## src/rtl/encoder_c74_if.sv

```systemverilog
// Serial link bundle for the (7,4) cyclic Hamming encoder: message input side,
// codeword output side and the transmitted-codeword counter.
interface encoder_c74_if #(
    parameter int CNT_W = 8
);
    logic             data_in;
    logic             in_valid;
    logic             in_flag;
    logic             inj_en;
    logic [2:0]       inj_pos;
    logic             out_ready;
    logic             data_out;
    logic             out_flag;
    logic [CNT_W-1:0] cw_count;

    // master drives the encoder (bench or upstream), slave is the encoder itself
    modport master (
        output data_in, in_valid, inj_en, inj_pos, out_ready,
        input  in_flag, data_out, out_flag, cw_count
    );

    modport slave (
        input  data_in, in_valid, inj_en, inj_pos, out_ready,
        output in_flag, data_out, out_flag, cw_count
    );
endinterface

```

## src/rtl/encoder_c74.sv

```systemverilog
// Serial systematic (7,4) cyclic Hamming encoder: collects 4 message bits, then
// shifts out info bits followed by 3 LFSR parity bits, with optional single-bit flip.
module encoder_c74 #(
    parameter logic [2:0] GEN_POLY = 3'b011,
    parameter int         CNT_W    = 8
) (
    input  logic          clk,
    input  logic          rst,
    encoder_c74_if.slave  bus
);

    typedef enum logic {
        S_COLLECT = 1'b0,
        S_SEND    = 1'b1
    } state_t;

    state_t           r_state;
    state_t           w_next_state;
    logic [2:0]       r_lfsr;
    logic [2:0]       r_msg;
    logic [1:0]       r_bit_cnt;
    logic [2:0]       r_out_cnt;
    logic [6:0]       r_cw_sr;
    logic [CNT_W-1:0] r_cw_count;

    logic       w_accept;
    logic       w_xfer;
    logic       w_last_in;
    logic       w_last_out;
    logic       w_fb;
    logic [2:0] w_lfsr_nxt;
    logic [6:0] w_inj_mask;

    assign w_accept   = bus.in_valid  && (r_state == S_COLLECT);
    assign w_xfer     = bus.out_ready && (r_state == S_SEND);
    assign w_last_in  = w_accept && (r_bit_cnt == 2'd3);
    assign w_last_out = w_xfer   && (r_out_cnt == 3'd6);

    // Premultiplied form: message bit enters at the top, so the register holds m(x)*x^3 mod g(x)
    assign w_fb       = bus.data_in ^ r_lfsr[2];
    assign w_lfsr_nxt = {r_lfsr[1] ^ (w_fb & GEN_POLY[2]),
                         r_lfsr[0] ^ (w_fb & GEN_POLY[1]),
                         w_fb};

    assign w_inj_mask = (bus.inj_en && (bus.inj_pos != 3'd7)) ? (7'b1000000 >> bus.inj_pos)
                                                              : 7'b0000000;

    // State register
    always_ff @(posedge clk or posedge rst) begin
        if (rst) begin
            r_state <= S_COLLECT;
        end else begin
            // NOTE: non-blocking assignments keep every flop sampling pre-edge values, so the
            // order of statements in sequential blocks never changes the result.
            r_state <= w_next_state;
        end
    end

    // Next-state logic
    always_comb begin
        // NOTE: default first so every path assigns the signal and no latch is inferred.
        w_next_state = r_state;
        case (r_state)
            S_COLLECT: if (w_last_in)  w_next_state = S_SEND;
            S_SEND:    if (w_last_out) w_next_state = S_COLLECT;
            default:   w_next_state = S_COLLECT;
        endcase
    end

    // Output logic: data_out is forced low whenever no codeword bit is on offer
    always_comb begin
        bus.in_flag  = (r_state == S_COLLECT);
        bus.out_flag = (r_state == S_SEND);
        bus.data_out = (r_state == S_SEND) && r_cw_sr[6];
        bus.cw_count = r_cw_count;
    end

    // Datapath
    always_ff @(posedge clk or posedge rst) begin
        if (rst) begin
            r_lfsr     <= 3'd0;
            r_msg      <= 3'd0;
            r_bit_cnt  <= 2'd0;
            r_out_cnt  <= 3'd0;
            r_cw_sr    <= 7'd0;
            r_cw_count <= '0;
        end else begin
            if (w_last_in) begin
                r_cw_sr   <= {r_msg, bus.data_in, w_lfsr_nxt} ^ w_inj_mask;
                r_lfsr    <= 3'd0;
                r_msg     <= 3'd0;
                r_bit_cnt <= 2'd0;
            end else if (w_accept) begin
                r_lfsr    <= w_lfsr_nxt;
                r_msg     <= {r_msg[1:0], bus.data_in};
                r_bit_cnt <= r_bit_cnt + 2'd1;
            end

            if (w_last_out) begin
                r_cw_sr    <= 7'd0;
                r_out_cnt  <= 3'd0;
                r_cw_count <= r_cw_count + 1'b1;
            end else if (w_xfer) begin
                r_cw_sr   <= {r_cw_sr[5:0], 1'b0};
                r_out_cnt <= r_out_cnt + 3'd1;
            end
        end
    end

endmodule

```

## src/flat_wrapper.sv

```systemverilog
// flat-port wrapper written by rule: the top's interface ports become plain ports
module encoder_c74_flat 
#(
    parameter logic [2:0] GEN_POLY = 3'b011,
    parameter int         CNT_W    = 8
)
  (clk, rst, bus_data_in, bus_in_valid, bus_inj_en, bus_inj_pos, bus_out_ready, bus_in_flag, bus_data_out, bus_out_flag, bus_cw_count);
  encoder_c74_if #(.CNT_W(CNT_W)) bus_i ();
  input  logic clk;
  input  logic rst;
  input wire logic [$bits(bus_i.data_in)-1:0] bus_data_in;
  input wire logic [$bits(bus_i.in_valid)-1:0] bus_in_valid;
  input wire logic [$bits(bus_i.inj_en)-1:0] bus_inj_en;
  input wire logic [$bits(bus_i.inj_pos)-1:0] bus_inj_pos;
  input wire logic [$bits(bus_i.out_ready)-1:0] bus_out_ready;
  output wire logic [$bits(bus_i.in_flag)-1:0] bus_in_flag;
  output wire logic [$bits(bus_i.data_out)-1:0] bus_data_out;
  output wire logic [$bits(bus_i.out_flag)-1:0] bus_out_flag;
  output wire logic [$bits(bus_i.cw_count)-1:0] bus_cw_count;
  assign bus_i.data_in = bus_data_in;
  assign bus_i.in_valid = bus_in_valid;
  assign bus_i.inj_en = bus_inj_en;
  assign bus_i.inj_pos = bus_inj_pos;
  assign bus_i.out_ready = bus_out_ready;
  assign bus_in_flag = bus_i.in_flag;
  assign bus_data_out = bus_i.data_out;
  assign bus_out_flag = bus_i.out_flag;
  assign bus_cw_count = bus_i.cw_count;
  encoder_c74 #(.GEN_POLY(GEN_POLY), .CNT_W(CNT_W)) u_core (.clk(clk), .rst(rst), .bus(bus_i));
endmodule
```

## config.mk

```make
export PLATFORM = sky130hd
export DESIGN_NAME = encoder_c74_flat
export DESIGN_NICKNAME = d
export VERILOG_FILES = /design/src/rtl/encoder_c74_if.sv /design/src/rtl/encoder_c74.sv /design/src/flat_wrapper.sv
export SDC_FILE = /design/constraint.sdc
export NUM_CORES = 1
export LEC_CHECK = 0
export ABC_AREA = 0
export BUFFER_PORTS_ARGS = -buffer_cell sky130_fd_sc_hd__buf_2
export CAP_MARGIN = 15
export CORE_ASPECT_RATIO = 1.1
export CORE_MARGIN = 2
export CORE_UTILIZATION = 30
export CTS_CLUSTER_DIAMETER = 30
export CTS_CLUSTER_SIZE = 28
export DETAILED_ROUTE_END_ITERATION = 8
export SLEW_MARGIN = 20
export SYNTH_ARGS = -nofsm -noshare
export SYNTH_HDL_FRONTEND = slang
export SYNTH_SLANG_ARGS = --single-unit
```

## constraint.sdc

```tcl
create_clock -name clk -period 4.7 [get_ports clk]
set_clock_uncertainty 0.2 [all_clocks]
set_input_delay 0 -clock clk [delete_from_list [all_inputs] [get_ports clk]]
set_output_delay 0 -clock clk [all_outputs]
set_load 0.005 [all_outputs]
```

Yosys cells after proc, flatten, opt, wreduce, memory -nomap -nowiden
Index checks and enable logic that the tools add are counted. W data, S select, Z words.

$add $sub $neg: 3. Mux-type cells: 15. Multipliers: 0. Order comparisons: 0. Equality and inequality tests: 3. Div/mod/pow operators: 0. Shift operators: 1. Bitwise gates (word level): 4. Reductions and logical operators: 9.

Operator list (count): $mux W7 (4); $mux W3 (6); $add A8 B1 Y8 const B (1); $shr A7 B3 Y7 const A (1); $xor A7 B7 Y7 (1); $logic_and A1 B1 Y1 (6); $mux W2 (2); $reduce_bool A2 Y1 (2); $add A3 B1 Y3 const B (1); $eq A3 B3 Y1 const B (1); $ne A3 B3 Y1 const B (1); $reduce_bool A3 Y1 (1); $add A2 B1 Y2 const B (1); $eq A2 B2 Y1 const B (1); $mux W1 (2); $pmux W1 S2 (1); $xor A1 B1 Y1 (2); $not A1 Y1 (1).

Bits of input ports: 9. Flip-flop bits (word level): 27. RAM bits: 0. Memories: 0. Logic and storage cells: 42. Output and inout bits: 11. Latch bits: 0. Memory bits (read-only): 0.

Logic depth before layout (Yosys ltp)
Word-level depth: 7. Depth in mapped cells: 6. Depth with buffers taken out: 6.

Worst setup path after synthesis
OpenSTA, ideal clock, no wires.

Kind: reg-to-reg. Start: register u_core.r_out_cnt[0]. End: register u_core.r_cw_count[5] (netlist: u_core.bus.cw_count[5]). Path buffers: 0. Path slack: 3.163 ns. Period minus slack after synthesis: 1.537 ns. Setup time: 0.124 ns. Stages on the path, launching flop included: 7. Required time: 4.376 ns. Data arrival time: 1.212 ns. Path through: dfrtp_1 > inv_1 > ha_1 > nand4_4 > nor2_2 > nand3_1 > xnor2_1.

Cells in the longest elaborated chain, start to end: 2.

RTL lines: start: declaration (line encoder_c74.sv:22) `logic [2:0] r_out_cnt;`; start signal: assignment (line encoder_c74.sv:105) `r_out_cnt <= r_out_cnt + 3'd1;`; $eq A3 B3 Y1 (line encoder_c74.sv:37) `assign w_last_out = w_xfer && (r_out_cnt == 3'd6);`; $logic_and A1 B1 Y1 (line encoder_c74.sv:37); end signal: assignment (line encoder_c74.sv:102) `r_cw_count <= r_cw_count + 1'b1;`; end: declaration (line encoder_c74.sv:24) `logic [CNT_W-1:0] r_cw_count;`.

No other way between the ends. A chain may end at the register's enable or synchronous reset.

Final worst setup path
Start: register u_core.r_state (netlist: u_core.bus.out_flag). End: register u_core.r_cw_sr[5].

Cells in the longest elaborated chain, start to end: 4. Elaborated cells between the ends (all ways): 8. Classes of those cells: mux: 2; bitwise: 1; reduce/logical: 5.

RTL lines: start: declaration (line encoder_c74.sv:17) `state_t r_state;`; start signal: assignment (line encoder_c74.sv:55) `r_state <= w_next_state;`; $not A1 Y1 (line encoder_c74.sv:34) `assign w_accept = bus.in_valid && (r_state == S_COLLECT);`; $logic_and A1 B1 Y1 (line encoder_c74.sv:34); $logic_and A1 B1 Y1 (line encoder_c74.sv:36) `assign w_last_in = w_accept && (r_bit_cnt == 2'd3);`; $reduce_bool A3 Y1 (no source line); end signal: assignment (line encoder_c74.sv:89) `r_cw_sr <= {r_msg, bus.data_in, w_lfsr_nxt} ^ w_inj_mask;`; end signal: assignment (line encoder_c74.sv:104) `r_cw_sr <= {r_cw_sr[5:0], 1'b0};`; end: declaration (line encoder_c74.sv:23) `logic [6:0] r_cw_sr;`.

Several ways; a longest one is shown, not always the timed one.

==> key figures <==
Routing
  • Drt first-iter violations: 64
  • Drt first pass iters: 4
  • Total Wirelength: 2610 um
  • DR DRC count: 0
  • Per-cell routed wire length: 12.3 um
  • Routed vias/inst: 4.90
  • ANT nets after route: 0
  • Via count: 1034

Clocking
  • Clk_lat worst skew: 0.27 ns
  • CTS buffer count: 3
  • CTS tree: yes
  • CTS max path bufs: 2
  • Setup bufs post-CTS: 0
  • # clock sinks: 27
  • Worst-path clk slew: 0.09 ns
  • Hold_buf cts: 5
  • Root buf cell: clkbuf_8
  • H-tree depth: 1
  • Resized Gates After CTS: 0

Global routing
  • First-pass GRT wire length: 4610 um
  • Pin count of the biggest net entering global routing: 28
  • Number of global-route vias before repair: 1033
  • Initial antenna violation count: 0
  • GR Overflow Total: 0
  • GRT Overall Usage: 12.0%

Worst setup path
  • Worst Setup Path Type: register to register
  • Critical Path Start Type: register
  • CP required: 4.69 ns
  • Worst setup EP type: register
  • Worst-path fanout max: 16
  • Critical Path AT: 1.76 ns

Power and ir drop
  • Leakage power: 0.728 nW
  • Logic pwr share: 33.4%
  • VDD IR max: 0.189 mV
  • PwrDens: 493 nW/um^2
  • Switching part of the total: 36.7%
  • Clock share of power: 16.9%
  • Psw: 0.000289 W
  • Seq pwr share: 49.8%
  • Internal power: 0.000499 W

STA
  • Slew @ Worst Pin: 0.576 ns
  • Hold Fails Final Rpt: 0
  • Final period util: 37.5%
  • Max-slew headroom: 61.6%
  • Hold WS: 0.00390 ns
  • Tmin final: 1.76 ns
  • # setup viols final: 0
  • Slew Limit Fails: 0
  • Fmax: 567 MHz
  • Setup tns final: 0 ns
  • RSZ-0062 raised after global routing: no

Finish
  • ANT cells: 0
  • Layout cells sized above 1: 21.0%
  • Area grow syn2layout: 17.2%
  • # nets final: 171

Die
  • # rows: 25
  • Die Ht: 74.7 um
  • Core box area: 4350 sq um
  • Die width: 68.3 um
  • Die Area: 5100 sq um
  • IO Count: 20
  • Starting Density: 31.4%

Synthesis
  • Synth Cell Area: 1360 sq um
  • Ys flop type: dfrtp_1
  • Gate count of the mapped netlist: 133
  • Sequential fraction of the synthesis area: 49.5%
  • Post-Syn Nets: 146
  • FFs w/ async S/R, synth: 100%
  • Ys Warns: 0
  • Number of flops mapped to enable cells by yosys: 0
  • Syn avg cell area: 10.3 sq um
  • Synth cell types: 32
  • Seq cells post-synth: 27

Placement
  • PortBufs: 19
  • Hpwl dp: 1930 um
  • RD Place Congestion: 0.763

Job
  • Max_cap viols: 0

Worst hold path
  • HP Class: primary input to register

Status
  • Outcome: completed
power by group through the flow:
stage | combinational (W) | sequential, W | clock [W]
final | 0.000263 | 0.000392 | 0.000133
after global routing | 0.000311 | 0.000407 | 0.000148
after CTS | 0.000269 | 0.000394 | 0.000138
after detailed placement | 0.000266 | 0.000398 | 0
after global placement | 0.000255 | 0.000393 | 0
after floorplan | 0.000202 | 0.000381 | 0
state kept, by name (all words and copies together), names as in the netlist:
name and flops:
u_core.bus.cw_count 8, u_core.bus.out_flag 1, u_core.r_bit_cnt 2, u_core.r_cw_sr 7, u_core.r_lfsr 3, u_core.r_msg 3, u_core.r_out_cnt 3
logic make-up (layout without fill, tap and decap cells):
group / count (synthesis) / in the layout / synth area share (%)
AND/OR/NAND/NOR: 51 / 51 / 21.4
flip-flops: 27 / 27 / 49.5
AO/OA/AOI/OAI: 26 / 26 / 11.0
XOR/XNOR: 16 / 16 / 10.8
buffers and inverters: 8 / 32 / 2.75
adder cells (fa/ha/maj): 4 / 4 / 3.67
multiplexers: 1 / 1 / 0.826
layout by cell type, fill, tap and decap left out, drive strengths merged, types with 3 or more instances in the layout:
master	instances
dlygate4sd3	5
nor2	7
nand2	22
clkbuf	4
buf	19
o21ai	17
xnor2	11
dfrtp	27
and4bb	3
ha	4
nand4	3
xor2	5
nand4b	3
inv	4
o22ai	3
nand3	8
a32oi	3
synth_stat cells (all sizes together), types with 3 or more instances:
library cell / n / area (sq um)
dfrtp: 27 / 676
nand2: 22 / 85.1
o21ai: 17 / 85.1
xnor2: 11 / 104
nand3: 8 / 40.0
nor2: 7 / 36.3
xor2: 5 / 43.8
buf: 4 / 22.5
ha: 4 / 50.1
inv: 4 / 15.0
a32oi: 3 / 26.3
and4bb: 3 / 37.5
nand4: 3 / 33.8
nand4b: 3 / 26.3
o22ai: 3 / 18.8
layer usage:
metal	track usage (%)	share of wire (%)
met1	14.2	44
met2	20.7	50
met3	3.89	4.7
met4	3.33	0.88
met5	0	0
stage by stage:
step / total power [W] / cell area (sq um) / utilization [%] / setup WS (ns) / instances
6_report: 0.000788 / 1600 / 36.8 / 2.94 / 211
3_3_place_gp: 0.000648 / 1500 / 34.6 / 2.99 / 202
4_1_cts: 0.000801 / 1600 / 36.8 / 2.93 / 211
3_5_place_dp: 0.000664 / 1500 / 34.6 / 2.95 / 202
2_1_floorplan: 0.000583 / 1360 / - / 3.16 / 133
5_1_grt: 0.000866 / 1600 / 36.8 / 2.75 / 211
cell type report:
class,count,area (sq um)
Tap cell,54,67.6
Fill cell,441,2750
Multi-Input combinational cell,98,651
Clock buffer,4,45.0
Timing Repair Buffer,24,145
Sequential cell,27,676
Inverter,4,15.0
critical path, cell delays in order (launching register included):
cell      delay (ns)
dfrtp_1         0.51
nand2b_1        0.41
nor2_1          0.29
o21ai_0         0.11
o22ai_1         0.17
path summary, 6_finish.rpt:
path / slack [ns] / cells past startpoint / start / to
worst max-delay path: 2.94 / 4 / u_core.bus.out_flag / u_core.r_cw_sr[5]
worst min-delay path: 0.004 / 4 / bus_inj_pos[1] / u_core.r_cw_sr[3]
worst max register to register: 2.94 / 4 / u_core.bus.out_flag / u_core.r_cw_sr[5]
worst min register to register: 0.28 / 1 / u_core.bus.cw_count[7] / u_core.bus.cw_count[7]
max in group asynchronous: 3.79 / 3 / rst / u_core.bus.out_flag
min in group asynchronous: 0.12 / 3 / rst / u_core.bus.cw_count[6]
Note: power is estimated with default switching activity, not from simulation.
